`config.mk`:
```
export PLATFORM = sky130hd
export DESIGN_NAME = space_wire_stat_counter_bank
export DESIGN_NICKNAME = d
export VERILOG_FILES = /design/src/rtl/space_wire_stat_counter_bank.sv
export SDC_FILE = /design/constraint.sdc
export NUM_CORES = 1
export LEC_CHECK = 0
export ABC_AREA = 1
export CAP_MARGIN = 20
export CORE_MARGIN = 2
export CORE_UTILIZATION = 45
export DETAILED_ROUTE_END_ITERATION = 10
export SLEW_MARGIN = 20
export SYNTH_ARGS = -nofsm -noshare
export SYNTH_HDL_FRONTEND = slang
export SYNTH_SLANG_ARGS = --single-unit
```
`constraint.sdc`:
```
create_clock -name i_clk -period 1.9 [get_ports i_clk]
set_input_delay 0.38 -clock i_clk [delete_from_list [all_inputs] [get_ports i_clk]]
set_output_delay 0.38 -clock i_clk [all_outputs]
set_load 0.02 [all_outputs]
```
`src/rtl/space_wire_stat_counter_bank.sv`:
```
// SpaceWire statistics counter bank: per-channel event counters with wrap/saturate,
// sticky overflow, atomic snapshot into shadow registers and a two-stage registered read port.
module space_wire_stat_counter_bank #(
  parameter int NUM_CH   = 8,
  parameter int CNT_W    = 32,
  parameter int SATURATE = 0,
  parameter int SNAP_CLR = 0,
  parameter int AW       = 5
) (
  input  logic              i_clk,
  input  logic              i_reset_n,
  input  logic              i_clear,
  input  logic [NUM_CH-1:0] i_inc,
  input  logic              i_snapshot,
  input  logic              i_rd_en,
  input  logic [AW-1:0]     i_rd_addr,
  output logic [CNT_W-1:0]  o_rd_data,
  output logic              o_rd_ovf,
  output logic              o_rd_valid,
  output logic [NUM_CH-1:0] o_ovf,
  output logic [NUM_CH-1:0] o_inc_mon
);

  localparam logic [CNT_W-1:0] CNT_MAX  = {CNT_W{1'b1}};
  localparam logic [CNT_W-1:0] CNT_ONE  = {{(CNT_W-1){1'b0}}, 1'b1};
  localparam logic [CNT_W-1:0] CNT_ZERO = {CNT_W{1'b0}};

  logic [CNT_W-1:0]  r_live      [NUM_CH];
  logic [CNT_W-1:0]  r_shadow    [NUM_CH];
  logic [NUM_CH-1:0] r_ovf;
  logic [NUM_CH-1:0] r_shadow_ovf;
  logic [NUM_CH-1:0] r_inc_mon;

  logic [CNT_W-1:0]  w_live_nxt  [NUM_CH];
  logic [NUM_CH-1:0] w_ovf_nxt;

  logic [CNT_W-1:0]  w_rd_sel_data;
  logic              w_rd_sel_ovf;

  logic [CNT_W-1:0]  r_rd_p1_data;
  logic              r_rd_p1_ovf;
  logic              r_rd_p1_valid;
  logic [CNT_W-1:0]  r_rd_data;
  logic              r_rd_ovf;
  logic              r_rd_valid;

  // Next live count and overflow per channel: clear > snapshot-restart > increment > hold.
  always_comb begin
    for (int ch = 0; ch < NUM_CH; ch++) begin
      w_live_nxt[ch] = r_live[ch];
      w_ovf_nxt[ch]  = r_ovf[ch];
      if (i_clear) begin
        w_live_nxt[ch] = CNT_ZERO;
        w_ovf_nxt[ch]  = 1'b0;
      end else if (i_snapshot && (SNAP_CLR != 0)) begin
        // The snapshot-cycle event belongs to the new interval, so none is lost.
        w_live_nxt[ch] = i_inc[ch] ? CNT_ONE : CNT_ZERO;
        w_ovf_nxt[ch]  = 1'b0;
      end else if (i_inc[ch]) begin
        if (r_live[ch] == CNT_MAX) begin
          w_live_nxt[ch] = (SATURATE != 0) ? CNT_MAX : CNT_ZERO;
          w_ovf_nxt[ch]  = 1'b1;
        end else begin
          w_live_nxt[ch] = r_live[ch] + CNT_ONE;
          w_ovf_nxt[ch]  = r_ovf[ch];
        end
      end else begin
        w_live_nxt[ch] = r_live[ch];
        w_ovf_nxt[ch]  = r_ovf[ch];
      end
    end
  end

  // Live counters, sticky overflow flags and the increment activity monitor.
  always_ff @(posedge i_clk or negedge i_reset_n) begin
    if (!i_reset_n) begin
      for (int ch = 0; ch < NUM_CH; ch++) begin
        r_live[ch] <= CNT_ZERO;
      end
      r_ovf     <= {NUM_CH{1'b0}};
      r_inc_mon <= {NUM_CH{1'b0}};
    end else begin
      for (int ch = 0; ch < NUM_CH; ch++) begin
        r_live[ch] <= w_live_nxt[ch];
      end
      r_ovf     <= w_ovf_nxt;
      r_inc_mon <= i_inc;
    end
  end

  // Shadow registers capture the pre-update live state of every channel on one edge.
  always_ff @(posedge i_clk or negedge i_reset_n) begin
    if (!i_reset_n) begin
      for (int ch = 0; ch < NUM_CH; ch++) begin
        r_shadow[ch] <= CNT_ZERO;
      end
      r_shadow_ovf <= {NUM_CH{1'b0}};
    end else if (i_clear) begin
      for (int ch = 0; ch < NUM_CH; ch++) begin
        r_shadow[ch] <= CNT_ZERO;
      end
      r_shadow_ovf <= {NUM_CH{1'b0}};
    end else if (i_snapshot) begin
      for (int ch = 0; ch < NUM_CH; ch++) begin
        r_shadow[ch] <= r_live[ch];
      end
      r_shadow_ovf <= r_ovf;
    end else begin
      r_shadow_ovf <= r_shadow_ovf;
    end
  end

  // Read mux; addresses beyond the populated channels return zero.
  always_comb begin
    w_rd_sel_data = CNT_ZERO;
    w_rd_sel_ovf  = 1'b0;
    for (int ch = 0; ch < NUM_CH; ch++) begin
      if (i_rd_addr == AW'(ch)) begin
        w_rd_sel_data = r_shadow[ch];
        w_rd_sel_ovf  = r_shadow_ovf[ch];
      end else begin
        w_rd_sel_data = w_rd_sel_data;
        w_rd_sel_ovf  = w_rd_sel_ovf;
      end
    end
  end

  // Two-stage read pipeline; output data holds its last value between reads.
  always_ff @(posedge i_clk or negedge i_reset_n) begin
    if (!i_reset_n) begin
      r_rd_p1_data  <= CNT_ZERO;
      r_rd_p1_ovf   <= 1'b0;
      r_rd_p1_valid <= 1'b0;
      r_rd_data     <= CNT_ZERO;
      r_rd_ovf      <= 1'b0;
      r_rd_valid    <= 1'b0;
    end else begin
      r_rd_p1_valid <= i_rd_en;
      r_rd_valid    <= r_rd_p1_valid;
      if (i_rd_en) begin
        r_rd_p1_data <= w_rd_sel_data;
        r_rd_p1_ovf  <= w_rd_sel_ovf;
      end else begin
        r_rd_p1_data <= r_rd_p1_data;
        r_rd_p1_ovf  <= r_rd_p1_ovf;
      end
      if (r_rd_p1_valid) begin
        r_rd_data <= r_rd_p1_data;
        r_rd_ovf  <= r_rd_p1_ovf;
      end else begin
        r_rd_data <= r_rd_data;
        r_rd_ovf  <= r_rd_ovf;
      end
    end
  end

  assign o_rd_data  = r_rd_data;
  assign o_rd_ovf   = r_rd_ovf;
  assign o_rd_valid = r_rd_valid;
  assign o_ovf      = r_ovf;
  assign o_inc_mon  = r_inc_mon;

endmodule

```
# Word level (Yosys, flattened, before mapping)
# Index checks and enable logic that the tools add are counted.
[word_totals]
regBits = 604
[op_classes]
muxes = 68
add_sub_neg = 8
eq_ne = 15
n_reduce_logical = 26
[ops]
columns = ["op", "count"]
rows = [
  ["$mux 32", 32],
  ["$mux 256", 2],
  ["$add 32x1->32 const B", 8],
  ["$eq 32x32->1 const B", 8],
  ["$reduce_bool 2->1", 17],
  ["$mux 1", 32],
  ["$eq 5x3->1 const B", 4],
  ["$mux 8", 2],
  ["$reduce_and 2->1", 8],
  ["$eq 5x2->1 const B", 2],
  ["$eq 5x1->1 const B", 1],
  ["$logic_not 5->1", 1],
]

# Logic depth before layout (Yosys ltp)
# Gate-level depths: netlist of run 1.
[depth]
word_depth = 9
mapped_depth = 12
depth_no_buf = 11

# Worst setup path after synthesis of run 1
# OpenSTA, ideal clock, no wires.
[synth_path]
kind = "register to register"
startpoint = "reg r_live[160] (netlist name)"
endpoint = "reg r_live[171] (netlist name)"
t_required_ns = 1.782
n_path_buf = 1
setup_slack_ns = 0.134
stages_incl_launch_ff = 10
arrival_time_ns = 1.648
synth_period_minus_slack_ns = 1.766
path_cell_list = "dfrtp_1 > ha_1 > nand2_1 > nor2_1 > nand4_1 > nor2_1 > nand4_1 > buf_2 > nand3b_1 > nand2_1"
[synth_via]
elab_chain_cells = 4
elab_cells_between_ends = 5
classes_between = "add/sub: 1; eq/ne: 1; mux: 3"
[synth_lines]
columns = ["element", "line", "text"]
rows = [
  ["start, declared", "28", "logic [CNT_W-1:0] r_live [NUM_CH];"],
  ["start signal, assigned by index", "84", "r_live[ch] <= w_live_nxt[ch];"],
  ["$add 32x1->32 / $eq 32x32->1 (equally long branches)", "64, 60", ""],
  ["$mux 32 (*)", "60", "if (r_live[ch] == CNT_MAX) begin"],
  ["$mux 32 (*)", "59", "end else if (i_inc[ch]) begin"],
  ["$mux 32 (*)", "52", "if (i_clear) begin"],
]
# Mark *: on every way between the ends. The rest lies on a longest branch, timed or not. The select of a mux whose other input is x is not followed.
# A chain may end at the register's enable or synchronous reset.

# Final worst setup path of run 1
[layout_path]
startpoint = "reg r_ovf[5] (netlist: o_ovf[5])"
endpoint = "out o_ovf[5]"
[layout_rtl]
columns = ["element", "line", "text"]
rows = [
  ["start, declared", "30", "logic [NUM_CH-1:0] r_ovf;"],
  ["start signal, assigned", "80", "r_ovf <= {NUM_CH{1'b0}};"],
  ["start signal, assigned", "86", "r_ovf <= w_ovf_nxt;"],
  ["end, declared", "20", "output logic [NUM_CH-1:0] o_ovf,"],
]
# No word-level cell between the ends.

==> results of run 1 <==
layout make-up:
| cell class | instances | share of cell area (%) |
|---|---|---|
| Multi-Input combinational cell | 3020 | 37.5 |
| Inverter | 421 | 4.24 |
| Clock inverter | 24 | 0.799 |
| Clock buffer | 101 | 5.62 |
| Tap cell | 931 | 3.11 |
| Antenna cell | 1 | 0.00669 |
| Timing Repair Buffer | 329 | 8.35 |
| Sequential cell | 604 | 40.4 |
per-stage QoR:
step | worst slack [ns] | cell area (um2) | cells
floorplan | 0.134 | 31300 | 4217
global placement | -0.292 | 34900 | 5298
detailed placement | -0.314 | 34900 | 5298
CTS | 0.0340 | 37300 | 5424
global route | -0.0283 | 37400 | 5430
finish | 0.0533 | 37400 | 5431
timing repair:
action / CTS / global route
setup buffers: 0 / 4
gates resized for setup: 51 / 25
setup endpoints to repair: 50 / 114
pin swaps: 0 / 2
hold endpoints to repair: 92 / 0
gates cloned: 0 / 2
hold buffers: 1 / 0
cell families after synthesis:
group,after synthesis,synth area share (%)
DFF,604,48.2
xor gates and xnor gates,82,2.29
AOI/OAI and AO/OA,412,6.88
buffers and inverters,593,7.31
muxes,33,1.19
and+or+nand+nor,2485,33.8
adders and majority gates,8,0.319
report_power, final:
part	internal (mW)	switching (mW)	total, mW
Combinational	0.606	1.27	1.88
Sequential	13.0	0.166	13.2
Clock	8.54	5.69	14.2
state kept, by name, summed over array words and instances (netlist names):
signal	count
o_inc_mon	8
o_ovf	8
o_rd_data	32
o_rd_ovf	1
o_rd_valid	1
r_live	256
r_rd_p1_data	32
r_rd_p1_ovf	1
r_rd_p1_valid	1
r_shadow	256
r_shadow_ovf	8
final timing paths:
check	end	slack, ns	cells after the start
setup / recovery	o_ovf[5]	0.05	1
hold / removal	o_ovf[1]	0.16	3
setup reg to reg	r_live[211]	0.10	11
hold reg to reg	o_rd_valid	0.47	0
max in group asynchronous	r_live[167]	0.91	4
min in group asynchronous	r_live[185]	0.22	2
layout by cell type, fill, tap and decap left out, types with 6 or more instances in the layout:
| master | Yosys | final |
|---|---|---|
| nand3b_1 | 21 | 21 |
| dfrtp_1 | 604 | 601 |
| a21oi_1 | 76 | 75 |
| clkbuf_8 | 0 | 13 |
| bufinv_16 | 0 | 6 |
| clkdlybuf4s50_1 | 0 | 14 |
| inv_1 | 412 | 408 |
| clkbuf_16 | 0 | 77 |
| clkbuf_1 | 113 | 13 |
| buf_12 | 0 | 41 |
| clkinv_2 | 0 | 10 |
| nor3_1 | 68 | 67 |
| nand2_1 | 1284 | 1280 |
| nand4_1 | 258 | 258 |
| dlygate4sd2_1 | 0 | 50 |
| o21ai_0 | 270 | 268 |
| nor2_1 | 559 | 547 |
| nor2_2 | 13 | 21 |
| inv_2 | 8 | 10 |
| nor3_2 | 7 | 6 |
| ha_1 | 8 | 7 |
| mux2_2 | 33 | 33 |
| xor2_1 | 78 | 78 |
| o22ai_1 | 58 | 58 |
| nand3_1 | 260 | 260 |
| buf_4 | 4 | 217 |
metal layers:
layer	vias to the layer above	track usage, %
li1	14100	-
met5	-	0
met2	1025	43.4
met1	14300	46.7
met3	176	5.03
met4	16	7.99
==> results_dict.tcl, run 1 <==
set metrics [dict create \
    status "finished, final reports clean" \
    routedWlPerCell_um 19.8 \
    initial_core_util_pct 45.5 \
    dr.pass1.iters 8 \
    crit_buf_inv 1 \
    core-area_um2 68800 \
    min_from "i_clear" \
    synth_ff_type "dfrtp_1" \
    antenna_left 0 \
    cts_max_path_buffers 3 \
    vdd_drop_max_uv 623 \
    worst_slew_pin_slew_ns 0.456 \
    top_layer "met5" \
    die_x_um 268 \
    final_core_util_pct 54.4 \
    hold_viol 0 \
    numCtsBuffers 72 \
    via_per_inst 5.47 \
    holdWs_ns 0.162 \
    total_power_mw 29.3 \
    track_usage_pct 30.2 \
    yosysSeqAreaShare_pct 48.2 \
    synthArstFlopShare_pct 100 \
    period_needed_ns 1.85 \
    final_nets 4474 \
    final-max-slew-violation-count 0 \
    synth_top_area_share_pct 48.2 \
    powerDensity_nw_per_um2 783 \
    critPathTopFamily "flip-flops" \
    portBuffers 67 \
    crit_path_start "o_ovf[5]" \
    fin_skew_ns 0.0239 \
    dr_total_vias 29700 \
    max-slew-margin-rel_pct 69.6 \
    gp_congestion 0.948 \
    tns_ns 0 \
    wl_met2_um 45100 \
    die_y_um 268 \
    design.die.area_um2 71800 \
    arrival_ns 1.47 \
    fill_cells 6726 \
    ys_ff_latch 604 \
    max_freq_mhz 541 \
    overflow 0 \
    routed_wl_um 107000 \
    reg2reg_from "r_live[193]" \
    yosys-top-cells-area "dfrtp_1 48%, nand2_1 15%, nor2_1 6.7%" \
    grt_pass1_wl_um 166000 \
    yosys_warnings 0 \
    post-synth-top-area-cell "dfrtp_1" \
    syn-cell-area_um2 31300 \
    std_cell_rows 96 \
    drc 0 \
    synthMostInstantiatedCell "nand2_1" \
    grt_max_degree 91 \
    netlist_instances 4217 \
    postSynthAreaPerCell_um2 7.43 \
    multiInputGateArea_um2 14000 \
    wl_met3_um 8050 \
    synth_edf_count 0 \
    drtIter0Drc 3189 \
    worstPathRequired_ns 1.52 \
    htree_levels 3 \
    setup_viol 0 \
    synthDistinctLibCells 36 \
    synthTopCellsByCount "1,284 x nand2_1, 604 x dfrtp_1, 559 x nor2_1" \
    crit_fanout 2 \
    crit_path_max_incr_delay_ns 0.48 \
    tritoncts "done" \
    clkTransAtPathRegs_ns 0.06 \
    critPathLaunchType "register" \
    syn_nets 4243 \
    p_leak_nw 16.9 \
    cpMaxStageDelayCell "dfrtp_1" \
    path_class "reg2out" \
    grt_antenna_before_repair 9 \
    finalCritPeriodShare_pct 97.2 \
    numClockSinks 604 \
    io_pins 68 \
    worstHoldPathType "in2reg" \
    synthToLayoutAreaGrowth_pct 19.4 \
    clock_latency_ns 0.62 \
    cts_root_buf "clkbuf_16" \
    cp_cell_sequence "dlygate4sd2_1" \
    maxCapViolCount 0 \
    dp_hpwl_um 81500 \
    area.sequential_um2 15100 \
    wl_met1_um 51000 \
    grt_pass1_vias 27100 \
    cp-end-kind "primary output" \
    drive_above_1_share_pct 10.4 \
]
(Power assumes the default switching activity.)
==> inputs of run 2 (changes only) <==
--- a/config.mk
+++ b/config.mk
@@ -12,2 +12,3 @@
 export DETAILED_ROUTE_END_ITERATION = 10
+export PLACE_DENSITY_LB_ADDON = 0.15
 export SLEW_MARGIN = 20
--- a/constraint.sdc
+++ b/constraint.sdc
@@ -3,2 +3,2 @@
 set_output_delay 0.38 -clock i_clk [all_outputs]
-set_load 0.02 [all_outputs]
+set_load 0.05 [all_outputs]
==> run 2 against run 1 <==
Net effect:
- utilization up 0.12 points
- first-iteration DRC count decreased by 2.5%
- flip-flop and latch count is the same
- clock power hardly changed
- global-route usage shrank 0.12 points
- non-clock buffer count increased by 21
- largest cell class unchanged
==> results_dict.tcl, run 2 (synthesis gave the netlist of run 1 again) <==
set metrics [dict create \
    status "finished, final reports clean" \
    hold_viol 0 \
    initial_core_util_pct 45.5 \
    hold_depth 3 \
    via_per_inst 5.42 \
    grt_pass1_vias 27400 \
    track_usage_pct 30.1 \
    max-slew-margin-rel_pct 55.5 \
    routed_wl_um 107000 \
    numCtsBuffers 71 \
    routedWlPerCell_um 19.6 \
    core-area_um2 68800 \
    diodes 0 \
    grt_max_degree 96 \
    portBuffers 67 \
    dr_total_vias 29600 \
    dp_hpwl_um 82200 \
    worst_slack_ns 0.0543 \
    min_from "i_snapshot" \
    fin_skew_ns 0.0219 \
    reg2reg_depth 8 \
    drive_above_1_share_pct 11.8 \
    tritoncts "done" \
    gp_congestion 0.964 \
    max_freq_mhz 542 \
    worstHoldPathType "in2reg" \
    grt_pass1_wl_um 165000 \
    power.share.clock_pct 47.7 \
    drc 0 \
    p_comb_share_pct 6.9 \
    netSwitchingFraction_pct 24.8 \
    overflow 0 \
    synthToLayoutAreaGrowth_pct 19.7 \
    final_nets 4494 \
    p_int_mw 21.8 \
    reg2reg_to "r_live[77]" \
    arrival_ns 1.47 \
    cp_cell_sequence "dlygate4sd2_1" \
    path_class "reg2out" \
    design.die.area_um2 71800 \
    numClockSinks 604 \
    vdd_drop_max_uv 677 \
    final-max-slew-violation-count 0 \
    r2r_slack_ns 0.11 \
    seqPwrFrac_pct 45.4 \
    final_cell_mix "1,281 x nand2_1, 603 x dfrtp_1, 552 x nor2_1" \
    period_needed_ns 1.85 \
    grt_antenna_before_repair 4 \
    p_switching_mw 7.20 \
    cts_max_path_buffers 3 \
    antenna_left 0 \
    holdPathEnd "r_shadow_ovf[6]" \
    die_x_um 268 \
    cp-end-kind "primary output" \
    reg2reg_from "r_live[75]" \
    p_leak_nw 16.9 \
    maxCapViolCount 0 \
    die_y_um 268 \
    finalCritPeriodShare_pct 97.1 \
    cpMaxStageDelayCell "dlygate4sd2_1" \
    reg.largest.list "r_live (256), r_shadow (256)" \
    htree_levels 3 \
    worst_slew_pin_slew_ns 0.661 \
    critPathLaunchType "register" \
    worstPathRequired_ns 1.52 \
    clkTransAtPathRegs_ns 0.06 \
    io_pins 68 \
    total_power_mw 29.0 \
    crit_path_max_incr_delay_ns 0.52 \
    setup_viol 0 \
    crit_fanout 1 \
    final_common_cell "nand2_1" \
    cts_root_buf "clkbuf_16" \
    drtIter0Drc 3108 \
    fill_cells 6619 \
    crit_buf_inv 1 \
    holdWs_ns 0.181 \
    powerDensity_nw_per_um2 774 \
    critPathTopFamily "buffers and inverters" \
    dr.pass1.iters 6 \
    std_cell_rows 96 \
    clock_latency_ns 0.63 \
    place_worst_setup_slack_ns -0.301 \
]
[run 2: changes by cell type in the layout (fill, tap and decap cells not counted), sizes merged]
cell / previous run / this run
clkbuf: 103 / 99
dlygate4sd2: 50 / 5
clkinv: 15 / 14
inv: 423 / 425
diode: 1 / 0
bufinv: 6 / 4
buf: 262 / 329
clkdlybuf4s15: 0 / 1
clkinvlp: 1 / 7
[run 2: area by class of cell]
| class | instances | area, um2 | share of cell area (%) |
|---|---|---|---|
| Inverter | 421 | 1580 | 4.22 |
| Timing Repair Buffer | 350 | 3230 | 8.61 |
| Clock inverter | 29 | 300 | 0.801 |
| Tap cell | 931 | 1160 | 3.11 |
| Sequential cell | 604 | 15100 | 40.3 |
| Clock buffer | 99 | 2070 | 5.51 |
| Multi-Input combinational cell | 3020 | 14000 | 37.4 |
[run 2: worst min-delay path: stages]
cell and delay, ns:
buf_2 0.18, nand3_1 0.14, nand2_1 0.06
[run 2: worst max-delay path by stage]
stage	start	to	slack, ns	cells after the start
global route	r_live[160]	r_live[177]	-0.03	9
global placement	i_rd_addr[1]	r_rd_p1_data[27]	-0.30	10
detailed placement	i_rd_addr[1]	r_rd_p1_data[27]	-0.30	10
finish	o_inc_mon[4]	o_inc_mon[4]	0.05	1
floorplan	r_live[160]	r_live[171]	0.13	9
CTS	o_rd_valid	o_rd_valid	0.02	1
[run 2: metrics by stage]
stage	cell area (um2)	setup TNS, ns	cells	util [%]
after global routing	37500	-0.293	5454	54.5
after global placement	35000	-12.17	5321	50.9
after CTS	37400	0	5450	54.3
final	37500	0	5454	54.5
after detailed placement	35000	-12.89	5321	50.9
after floorplan	31300	0	4217	-
[run 2: metal layers]
layer	track usage, %	vias up	wire length (um)
li1	-	14200	-
met1	45.3	14200	49400
met2	43.8	1079	45500
met3	5.48	155	8700
met4	9.18	6	3200
met5	0	-	31
[run 2: power groups by stage]
stage                     clock network, mW  logic (mW)  registers, mW
final                                  13.9        1.99           13.2
after global routing                   14.6        2.17           13.2
after CTS                              14.1        1.99           13.2
after detailed placement                  0        1.99           13.4
after global placement                    0        1.98           13.4
after floorplan                           0       0.750           13.5
[run 2: what timing repair did]
| item | 4_1_cts | 5_1_grt |
|---|---|---|
| resized for setup | 6 | 23 |
| setup endpoints to repair | 6 | 84 |
| pin swaps | 0 | 3 |
| hold buffers | 1 | 0 |
| hold endpoints to repair | 15 | 0 |
| setup buffers | 0 | 4 |
